File: src/rtl/regfile_write_arbiter_if.sv
// Write-back, multi-cycle result, decode lookup and register-file write signals of the arbiter.
// The master side drives requests; the slave side (the arbiter) drives grants and lookups.
interface regfile_write_arbiter_if;
  logic        wb_we;
  logic [4:0]  wb_wn;
  logic [31:0] wb_d;
  logic        mc_issue;
  logic [4:0]  mc_issue_wn;
  logic        mc_valid;
  logic [4:0]  mc_wn;
  logic [31:0] mc_d;
  logic        mc_ready;
  logic [4:0]  rna;
  logic [4:0]  rnb;
  logic        stall_a;
  logic        stall_b;
  logic        fwd_a_hit;
  logic [31:0] fwd_a_d;
  logic        fwd_b_hit;
  logic [31:0] fwd_b_d;
  logic        rf_we;
  logic [4:0]  rf_wn;
  logic [31:0] rf_d;
  logic [3:0]  fifo_cnt;

  modport master (
    output wb_we, wb_wn, wb_d, mc_issue, mc_issue_wn, mc_valid, mc_wn, mc_d, rna, rnb,
    input  mc_ready, stall_a, stall_b, fwd_a_hit, fwd_a_d, fwd_b_hit, fwd_b_d,
    input  rf_we, rf_wn, rf_d, fifo_cnt
  );

  modport slave (
    input  wb_we, wb_wn, wb_d, mc_issue, mc_issue_wn, mc_valid, mc_wn, mc_d, rna, rnb,
    output mc_ready, stall_a, stall_b, fwd_a_hit, fwd_a_d, fwd_b_hit, fwd_b_d,
    output rf_we, rf_wn, rf_d, fifo_cnt
  );
endinterface

File: src/rtl/regfile_write_arbiter.sv
// Register-file write-port arbiter: WB wins, multi-cycle results cut through (0 cycles) or queue (>=1 cycle),
// mc_ready drops only when the queue is full with no pop. Define RFARB_BYPASS_EN to forward queued data to decode.
module regfile_write_arbiter #(
  parameter int FIFO_DEPTH = 2
) (
  input logic                    clk,
  input logic                    clrn,
  regfile_write_arbiter_if.slave bus
);

  localparam int PTR_W = $clog2(FIFO_DEPTH);
  localparam logic [3:0] DEPTH4 = 4'(FIFO_DEPTH);

  typedef logic [PTR_W-1:0] ptr_t;

  logic [4:0]            wn_q [FIFO_DEPTH];
  logic [31:0]           d_q  [FIFO_DEPTH];
  logic [FIFO_DEPTH-1:0] live_q, live_d;
  ptr_t                  rd_ptr_q, rd_ptr_d;
  ptr_t                  wr_ptr_q, wr_ptr_d;
  logic [3:0]            cnt_q, cnt_d;
  logic [31:0]           busy_q, busy_d;

  logic                  wb_wr;
  logic                  empty, full;
  logic [4:0]            head_wn;
  logic [31:0]           head_d;
  logic                  head_live, head_dead;
  logic                  sel_head, fifo_idle, cut;
  logic                  pop, accept, push, push_drop;
  logic [FIFO_DEPTH-1:0] kill_vec;
  logic                  hit_a, hit_b;
  logic [31:0]           fwd_a, fwd_b;

  assign wb_wr     = bus.wb_we && (bus.wb_wn != 5'd0);
  assign empty     = (cnt_q == 4'd0);
  assign full      = (cnt_q == DEPTH4);
  assign head_wn   = wn_q[rd_ptr_q];
  assign head_d    = d_q[rd_ptr_q];
  assign head_live = !empty && live_q[rd_ptr_q];
  assign head_dead = !empty && !live_q[rd_ptr_q];
  assign sel_head  = !wb_wr && head_live;

  // A lone dead head vanishes this cycle, so a fresh result may cut through alongside its pop.
  assign fifo_idle = empty || ((cnt_q == 4'd1) && head_dead);
  assign cut       = !wb_wr && fifo_idle && bus.mc_valid && (bus.mc_wn != 5'd0);
  assign pop       = sel_head || head_dead;

  assign bus.mc_ready = !full || pop;
  assign accept       = bus.mc_valid && bus.mc_ready;
  assign push_drop    = accept && (bus.mc_wn != 5'd0) && !cut && wb_wr && (bus.mc_wn == bus.wb_wn);
  assign push         = accept && (bus.mc_wn != 5'd0) && !cut && !push_drop;

  always_comb begin
    kill_vec = '0;
    for (int i = 0; i < FIFO_DEPTH; i++) begin
      kill_vec[i] = wb_wr && live_q[i] && (wn_q[i] == bus.wb_wn);
    end
  end

  always_comb begin
    live_d   = live_q & ~kill_vec;
    rd_ptr_d = rd_ptr_q;
    wr_ptr_d = wr_ptr_q;
    if (pop) begin
      live_d[rd_ptr_q] = 1'b0;
      rd_ptr_d         = rd_ptr_q + ptr_t'(1);
    end
    if (push) begin
      live_d[wr_ptr_q] = 1'b1;
      wr_ptr_d         = wr_ptr_q + ptr_t'(1);
    end
    cnt_d = cnt_q + {3'b000, push} - {3'b000, pop};
  end

  // Set is applied last so a same-cycle issue to a just-completed register stays busy.
  always_comb begin
    busy_d = busy_q;
    if (sel_head) busy_d[head_wn] = 1'b0;
    if (cut || push_drop) busy_d[bus.mc_wn] = 1'b0;
    if (|kill_vec) busy_d[bus.wb_wn] = 1'b0;
    if (bus.mc_issue && (bus.mc_issue_wn != 5'd0)) busy_d[bus.mc_issue_wn] = 1'b1;
    busy_d[0] = 1'b0;
  end

  always_ff @(posedge clk or negedge clrn) begin
    if (!clrn) begin
      live_q   <= '0;
      rd_ptr_q <= '0;
      wr_ptr_q <= '0;
      cnt_q    <= '0;
      busy_q   <= '0;
      for (int i = 0; i < FIFO_DEPTH; i++) begin
        wn_q[i] <= '0;
        d_q[i]  <= '0;
      end
    end else begin
      live_q   <= live_d;
      rd_ptr_q <= rd_ptr_d;
      wr_ptr_q <= wr_ptr_d;
      cnt_q    <= cnt_d;
      busy_q   <= busy_d;
      if (push) begin
        wn_q[wr_ptr_q] <= bus.mc_wn;
        d_q[wr_ptr_q]  <= bus.mc_d;
      end
    end
  end

  always_comb begin
    bus.rf_we = 1'b0;
    bus.rf_wn = 5'd0;
    bus.rf_d  = 32'd0;
    if (clrn) begin
      if (wb_wr) begin
        bus.rf_we = 1'b1;
        bus.rf_wn = bus.wb_wn;
        bus.rf_d  = bus.wb_d;
      end else if (sel_head) begin
        bus.rf_we = 1'b1;
        bus.rf_wn = head_wn;
        bus.rf_d  = head_d;
      end else if (cut) begin
        bus.rf_we = 1'b1;
        bus.rf_wn = bus.mc_wn;
        bus.rf_d  = bus.mc_d;
      end
    end
  end

`ifdef RFARB_BYPASS_EN
  // Scan oldest to youngest so the last match is the youngest; the head being written is excluded.
  always_comb begin
    ptr_t idx;
    hit_a = 1'b0;
    hit_b = 1'b0;
    fwd_a = 32'd0;
    fwd_b = 32'd0;
    for (int k = 0; k < FIFO_DEPTH; k++) begin
      idx = rd_ptr_q + ptr_t'(k);
      if ((k < int'(cnt_q)) && live_q[idx] && !((k == 0) && sel_head)) begin
        if ((bus.rna != 5'd0) && (wn_q[idx] == bus.rna)) begin
          hit_a = 1'b1;
          fwd_a = d_q[idx];
        end
        if ((bus.rnb != 5'd0) && (wn_q[idx] == bus.rnb)) begin
          hit_b = 1'b1;
          fwd_b = d_q[idx];
        end
      end
    end
  end
`else
  assign hit_a = 1'b0;
  assign hit_b = 1'b0;
  assign fwd_a = 32'd0;
  assign fwd_b = 32'd0;
`endif

  assign bus.fwd_a_hit = hit_a;
  assign bus.fwd_a_d   = fwd_a;
  assign bus.fwd_b_hit = hit_b;
  assign bus.fwd_b_d   = fwd_b;
  assign bus.stall_a   = (bus.rna != 5'd0) && busy_q[bus.rna] && !hit_a;
  assign bus.stall_b   = (bus.rnb != 5'd0) && busy_q[bus.rnb] && !hit_b;
  assign bus.fifo_cnt  = cnt_q;

endmodule

File: src/flat_wrapper.sv
// flat-port wrapper written by rule: the top's interface ports become plain ports
module regfile_write_arbiter_flat 
#(
  parameter int FIFO_DEPTH = 2
)
  (clk, clrn, bus_wb_we, bus_wb_wn, bus_wb_d, bus_mc_issue, bus_mc_issue_wn, bus_mc_valid, bus_mc_wn, bus_mc_d, bus_rna, bus_rnb, bus_mc_ready, bus_stall_a, bus_stall_b, bus_fwd_a_hit, bus_fwd_a_d, bus_fwd_b_hit, bus_fwd_b_d, bus_rf_we, bus_rf_wn, bus_rf_d, bus_fifo_cnt);
  regfile_write_arbiter_if bus_i ();
  input logic clk;
  input logic clrn;
  input wire logic [$bits(bus_i.wb_we)-1:0] bus_wb_we;
  input wire logic [$bits(bus_i.wb_wn)-1:0] bus_wb_wn;
  input wire logic [$bits(bus_i.wb_d)-1:0] bus_wb_d;
  input wire logic [$bits(bus_i.mc_issue)-1:0] bus_mc_issue;
  input wire logic [$bits(bus_i.mc_issue_wn)-1:0] bus_mc_issue_wn;
  input wire logic [$bits(bus_i.mc_valid)-1:0] bus_mc_valid;
  input wire logic [$bits(bus_i.mc_wn)-1:0] bus_mc_wn;
  input wire logic [$bits(bus_i.mc_d)-1:0] bus_mc_d;
  input wire logic [$bits(bus_i.rna)-1:0] bus_rna;
  input wire logic [$bits(bus_i.rnb)-1:0] bus_rnb;
  output wire logic [$bits(bus_i.mc_ready)-1:0] bus_mc_ready;
  output wire logic [$bits(bus_i.stall_a)-1:0] bus_stall_a;
  output wire logic [$bits(bus_i.stall_b)-1:0] bus_stall_b;
  output wire logic [$bits(bus_i.fwd_a_hit)-1:0] bus_fwd_a_hit;
  output wire logic [$bits(bus_i.fwd_a_d)-1:0] bus_fwd_a_d;
  output wire logic [$bits(bus_i.fwd_b_hit)-1:0] bus_fwd_b_hit;
  output wire logic [$bits(bus_i.fwd_b_d)-1:0] bus_fwd_b_d;
  output wire logic [$bits(bus_i.rf_we)-1:0] bus_rf_we;
  output wire logic [$bits(bus_i.rf_wn)-1:0] bus_rf_wn;
  output wire logic [$bits(bus_i.rf_d)-1:0] bus_rf_d;
  output wire logic [$bits(bus_i.fifo_cnt)-1:0] bus_fifo_cnt;
  assign bus_i.wb_we = bus_wb_we;
  assign bus_i.wb_wn = bus_wb_wn;
  assign bus_i.wb_d = bus_wb_d;
  assign bus_i.mc_issue = bus_mc_issue;
  assign bus_i.mc_issue_wn = bus_mc_issue_wn;
  assign bus_i.mc_valid = bus_mc_valid;
  assign bus_i.mc_wn = bus_mc_wn;
  assign bus_i.mc_d = bus_mc_d;
  assign bus_i.rna = bus_rna;
  assign bus_i.rnb = bus_rnb;
  assign bus_mc_ready = bus_i.mc_ready;
  assign bus_stall_a = bus_i.stall_a;
  assign bus_stall_b = bus_i.stall_b;
  assign bus_fwd_a_hit = bus_i.fwd_a_hit;
  assign bus_fwd_a_d = bus_i.fwd_a_d;
  assign bus_fwd_b_hit = bus_i.fwd_b_hit;
  assign bus_fwd_b_d = bus_i.fwd_b_d;
  assign bus_rf_we = bus_i.rf_we;
  assign bus_rf_wn = bus_i.rf_wn;
  assign bus_rf_d = bus_i.rf_d;
  assign bus_fifo_cnt = bus_i.fifo_cnt;
  regfile_write_arbiter #(.FIFO_DEPTH(FIFO_DEPTH)) u_core (.clk(clk), .clrn(clrn), .bus(bus_i));
endmodule
File: config.mk
export PLATFORM = sky130hd
export DESIGN_NAME = regfile_write_arbiter_flat
export DESIGN_NICKNAME = d
export VERILOG_FILES = /design/src/rtl/regfile_write_arbiter_if.sv /design/src/rtl/regfile_write_arbiter.sv /design/src/flat_wrapper.sv
export SDC_FILE = /design/constraint.sdc
export NUM_CORES = 1
export LEC_CHECK = 0
export BUFFER_PORTS_ARGS = -buffer_cell sky130_fd_sc_hd__buf_2
export CAP_MARGIN = 20
export CORE_ASPECT_RATIO = 1.4
export CORE_MARGIN = 2
export CORE_UTILIZATION = 45
export CTS_CLUSTER_DIAMETER = 30
export CTS_CLUSTER_SIZE = 8
export DETAILED_ROUTE_END_ITERATION = 8
export GPL_TIMING_DRIVEN = 0
export MAX_ROUTING_LAYER = met4
export PLACE_DENSITY = 0.66
export RECOVER_POWER = 25
export SETUP_SLACK_MARGIN = 0.3
export SYNTH_ARGS = -nofsm -noshare
export SYNTH_HDL_FRONTEND = slang
export SYNTH_SLANG_ARGS = --single-unit
File: constraint.sdc
create_clock -name clk -period 4.4 [get_ports clk]
set_input_delay 1.32 -clock clk [delete_from_list [all_inputs] [get_ports clk]]
set_output_delay 1.32 -clock clk [all_outputs]
set_load 0.02 [all_outputs]
==> results.md <==
- Outcome: finished clean
- Post-synth top area cell: dfrtp_1
- M1 GR Usage: 0.338
- CTS clock-pin slew for the worst setup and hold paths: 0.05 ns
- Vias: around 7400
- Worst EP required: 3.08 ns
- Critical-path cell list: buf_8 > or3_4 > o21ai_4 > o211a_1 > buf_6 > buf_6 > buf_8 > a221oi_2 > nor2b_2 > buf_6
- Synth top area cells: dfrtp_1 35%, buf_4 6.4%, mux2_2 5.6%
- Mean Syn Cell Area: 10.0 um^2
- Worst-Skew Late Latency: between 0.4 and 0.5 ns
- Crit-path max cell delay: 0.42 ns
- CTS tree: built
- Mapped Cells: 796
- CTS Hold Bufs: 0
- First-pass GRT wire length: 41300 um
- Core Area: 17400 um^2
- DRT antenna net count: 0
- Fmax: 231 MHz
- Std-Cell Rows: 57
- Min cycle time layout: between 4 and 5 ns
- Largest net degree at the start of global routing: 44
- Gp weighted congestion: between 0.9 and 1
- Skew final: about 0.008 ns
- Hold Path Class: flip-flop to flip-flop
- DRT Wirelength: 27200 um
- WP buf/inv: 5
- Most common library cells after synthesis: 113 x dfrtp_1, 68 x buf_4, 58 x nor3_1
- Vias in the first global route: 7469
- Fillers: 1432
- Worst slack, placed: -0.584 ns
- Tcrit/Tclk final: 0.984
- Met2 Use GR: 0.507
- Final Power: between 7 and 8 mW
- Placed cell area: 9570 um^2
- Clock root buffer: clkbuf_16
- Share of layout cells above drive strength 1: 0.478
- Worst-case clock buffer depth: 2
- Worst Path Arrival: 3.01 ns
- Max Cap Viol: 0
- Worst setup margin: between 0.06 and 0.07 ns
- Worst-Margin Slew: approximately 1.3 ns
- Die H: 162 um
- Wire per inst: roughly 21 um
- Final Slew Violations: 0
- Post-synth top area share: 0.354
- Die Footprint: 18800 um^2
- WS Path Type: input pin to output port
- Area growth, synth to finish: 44.9%
- Most used routing layer in global routing: met2
- WHS: 0.488 ns
- H-Tree Depth: 4
- GR Util All Layers: 0.297
- Clk sinks: 113
- Starting DRT DRC Count: 427
- Power Density: 627 nW/um^2
- GR Util met3: 0.0525
- Max FO, Critical Path: 5
- Leakage: approximately 5.0 nW
- Finish-stage setup viols: 0
- Vias per cell: 5.67
- IO buf count: 132
- NumNets Final: 1150
- DIE WIDTH: 117 um
- Grt ovf: 0
- Setup TNS: 0 ns
- Number of synthesized register bits: 113
- CP startpoint kind: input pin
- Setup repair after global routing missed its margin: true
- Post-synth ARST share: 1.00
- Dominant synthesized flop cell: dfrtp_1
- Synth warn: 0
- Post-synth EDFFs: 0
- Starting Density: 0.459
- CTS Buf Count: 17
- Worst vdd ir: 0.358 mV
- Worst slew margin: 0.147
- Ports: 205
- Post-synth cell types: 54
- Sequential area share after synthesis: 0.354
- Final Hold Vio Count: 0
- Antenna Cells: 0
- Fin cells: between 1000 and 1500
- Dpl cells: 1230
- Type of element capturing the critical path: output port
- DR pass1 iterations: 5
- Remaining DRCs: 0
- Slowest library cell on the worst path: or3_4
- Initial antenna violation count: 0
- Delay-heaviest family, CP: buffers and inverters
- Cell mode on critical path: buf_6
- Utilization after layout: 0.665
- Most instantiated library cell after synthesis: dfrtp_1
- Synthesized area: 7980 um^2
- Final instance area: 11600 um^2
- Detailed Place HPWL: 18300 um
## routing by layer
metal  share of wire  vias to the layer above
li1                -                     3335
met1            0.37                     3560
met2            0.53                      364
met3           0.062                       94
met4           0.040                        0
met5               0                        -
## area by class of cell
class | instances | area (um^2) | area share
buffer | 128 | 1100 | 0.0954
timing repair buffer | 171 | 1440 | 0.125
tap | 236 | 295 | 0.0255
sequential | 113 | 2830 | 0.245
inverter | 9 | 33.8 | 0.00292
clock inverter | 10 | 136 | 0.0118
multi-input combinational | 610 | 5270 | 0.456
clock buffer | 20 | 457 | 0.0395
## registers in the layout (all words and copies together), names as in the netlist
signal and flops:
u_core.busy_q 31, u_core.bus.fifo_cnt 4, u_core.live_q 2, u_core.rd_ptr_q 1, u_core.wn_q 10, u_core.d_q 64
u_core.wr_ptr_q 1
## what timing repair did
item                       in CTS  in global routing
setup endpoints to repair      40                 40
pin swaps                      37                 23
cloned                          9                  1
setup buffers                  21                  7
hold endpoints to repair        0                  0
gates resized for setup       200                 40
## where the power goes
part,leakage (nW),switching (mW),internal [mW]
clock,0.284,0.499,0.910
sequential,1.33,0.410,1.58
combinational,3.37,1.98,1.87
total,4.99,2.88,4.36
## worst paths after layout
| kind | end | slack [ns] | from | cells after the start |
|---|---|---|---|---|
| min in group asynchronous | u_core.d_q[9] | 0.75 | clrn | 1 |
| max reg2reg | u_core.busy_q[16] | 1.62 | u_core.rd_ptr_q | 9 |
| max in group asynchronous | u_core.wn_q[8] | 2.15 | clrn | 2 |
| min reg2reg | u_core.d_q[61] | 0.49 | u_core.d_q[61] | 1 |
| max | bus_rf_d[0] | 0.07 | bus_wb_wn[3] | 10 |
| min | u_core.d_q[61] | 0.49 | u_core.d_q[61] | 1 |
## cell usage in the layout, fill, tap and decap left out, drive strengths merged, types with 16 or more instances in the layout
| cell type | Yosys | final |
|---|---|---|
| o31ai | 22 | 22 |
| mux2 | 78 | 78 |
| o211ai | 23 | 23 |
| conb | 1 | 66 |
| nor3 | 58 | 58 |
| nand3 | 33 | 33 |
| dfrtp | 113 | 113 |
| mux4 | 16 | 16 |
| o21ai | 20 | 20 |
| nand3b | 16 | 16 |
| nor2 | 37 | 37 |
| buf | 101 | 267 |
| mux2i | 37 | 37 |
| a21oi | 32 | 32 |
| o21a | 23 | 23 |
| o22ai | 23 | 23 |
| nand2 | 27 | 27 |
| clkbuf | 28 | 51 |
## worst register-to-register path, stage by stage (launching register included)
cell and delay, ns:
dfrtp_1 0.38, mux2i_1 0.25, o2111a_1 0.42, o211a_1 0.17, buf_6 0.14, buf_6 0.13
buf_6 0.12, a21oi_1 0.66, nor3_1 0.12, o32ai_1 0.28
## cells by family after synthesis
kind of cell | after synthesis | synth area share
flops | 113 | 0.354
compound gates | 174 | 0.150
simple gates | 214 | 0.142
buf+inv | 138 | 0.107
mux | 131 | 0.215
xor+xnor | 19 | 0.0208
other cells | 1 | 0.000470
fa+ha+maj | 6 | 0.0103
Note: power is estimated with default switching activity, not from simulation.
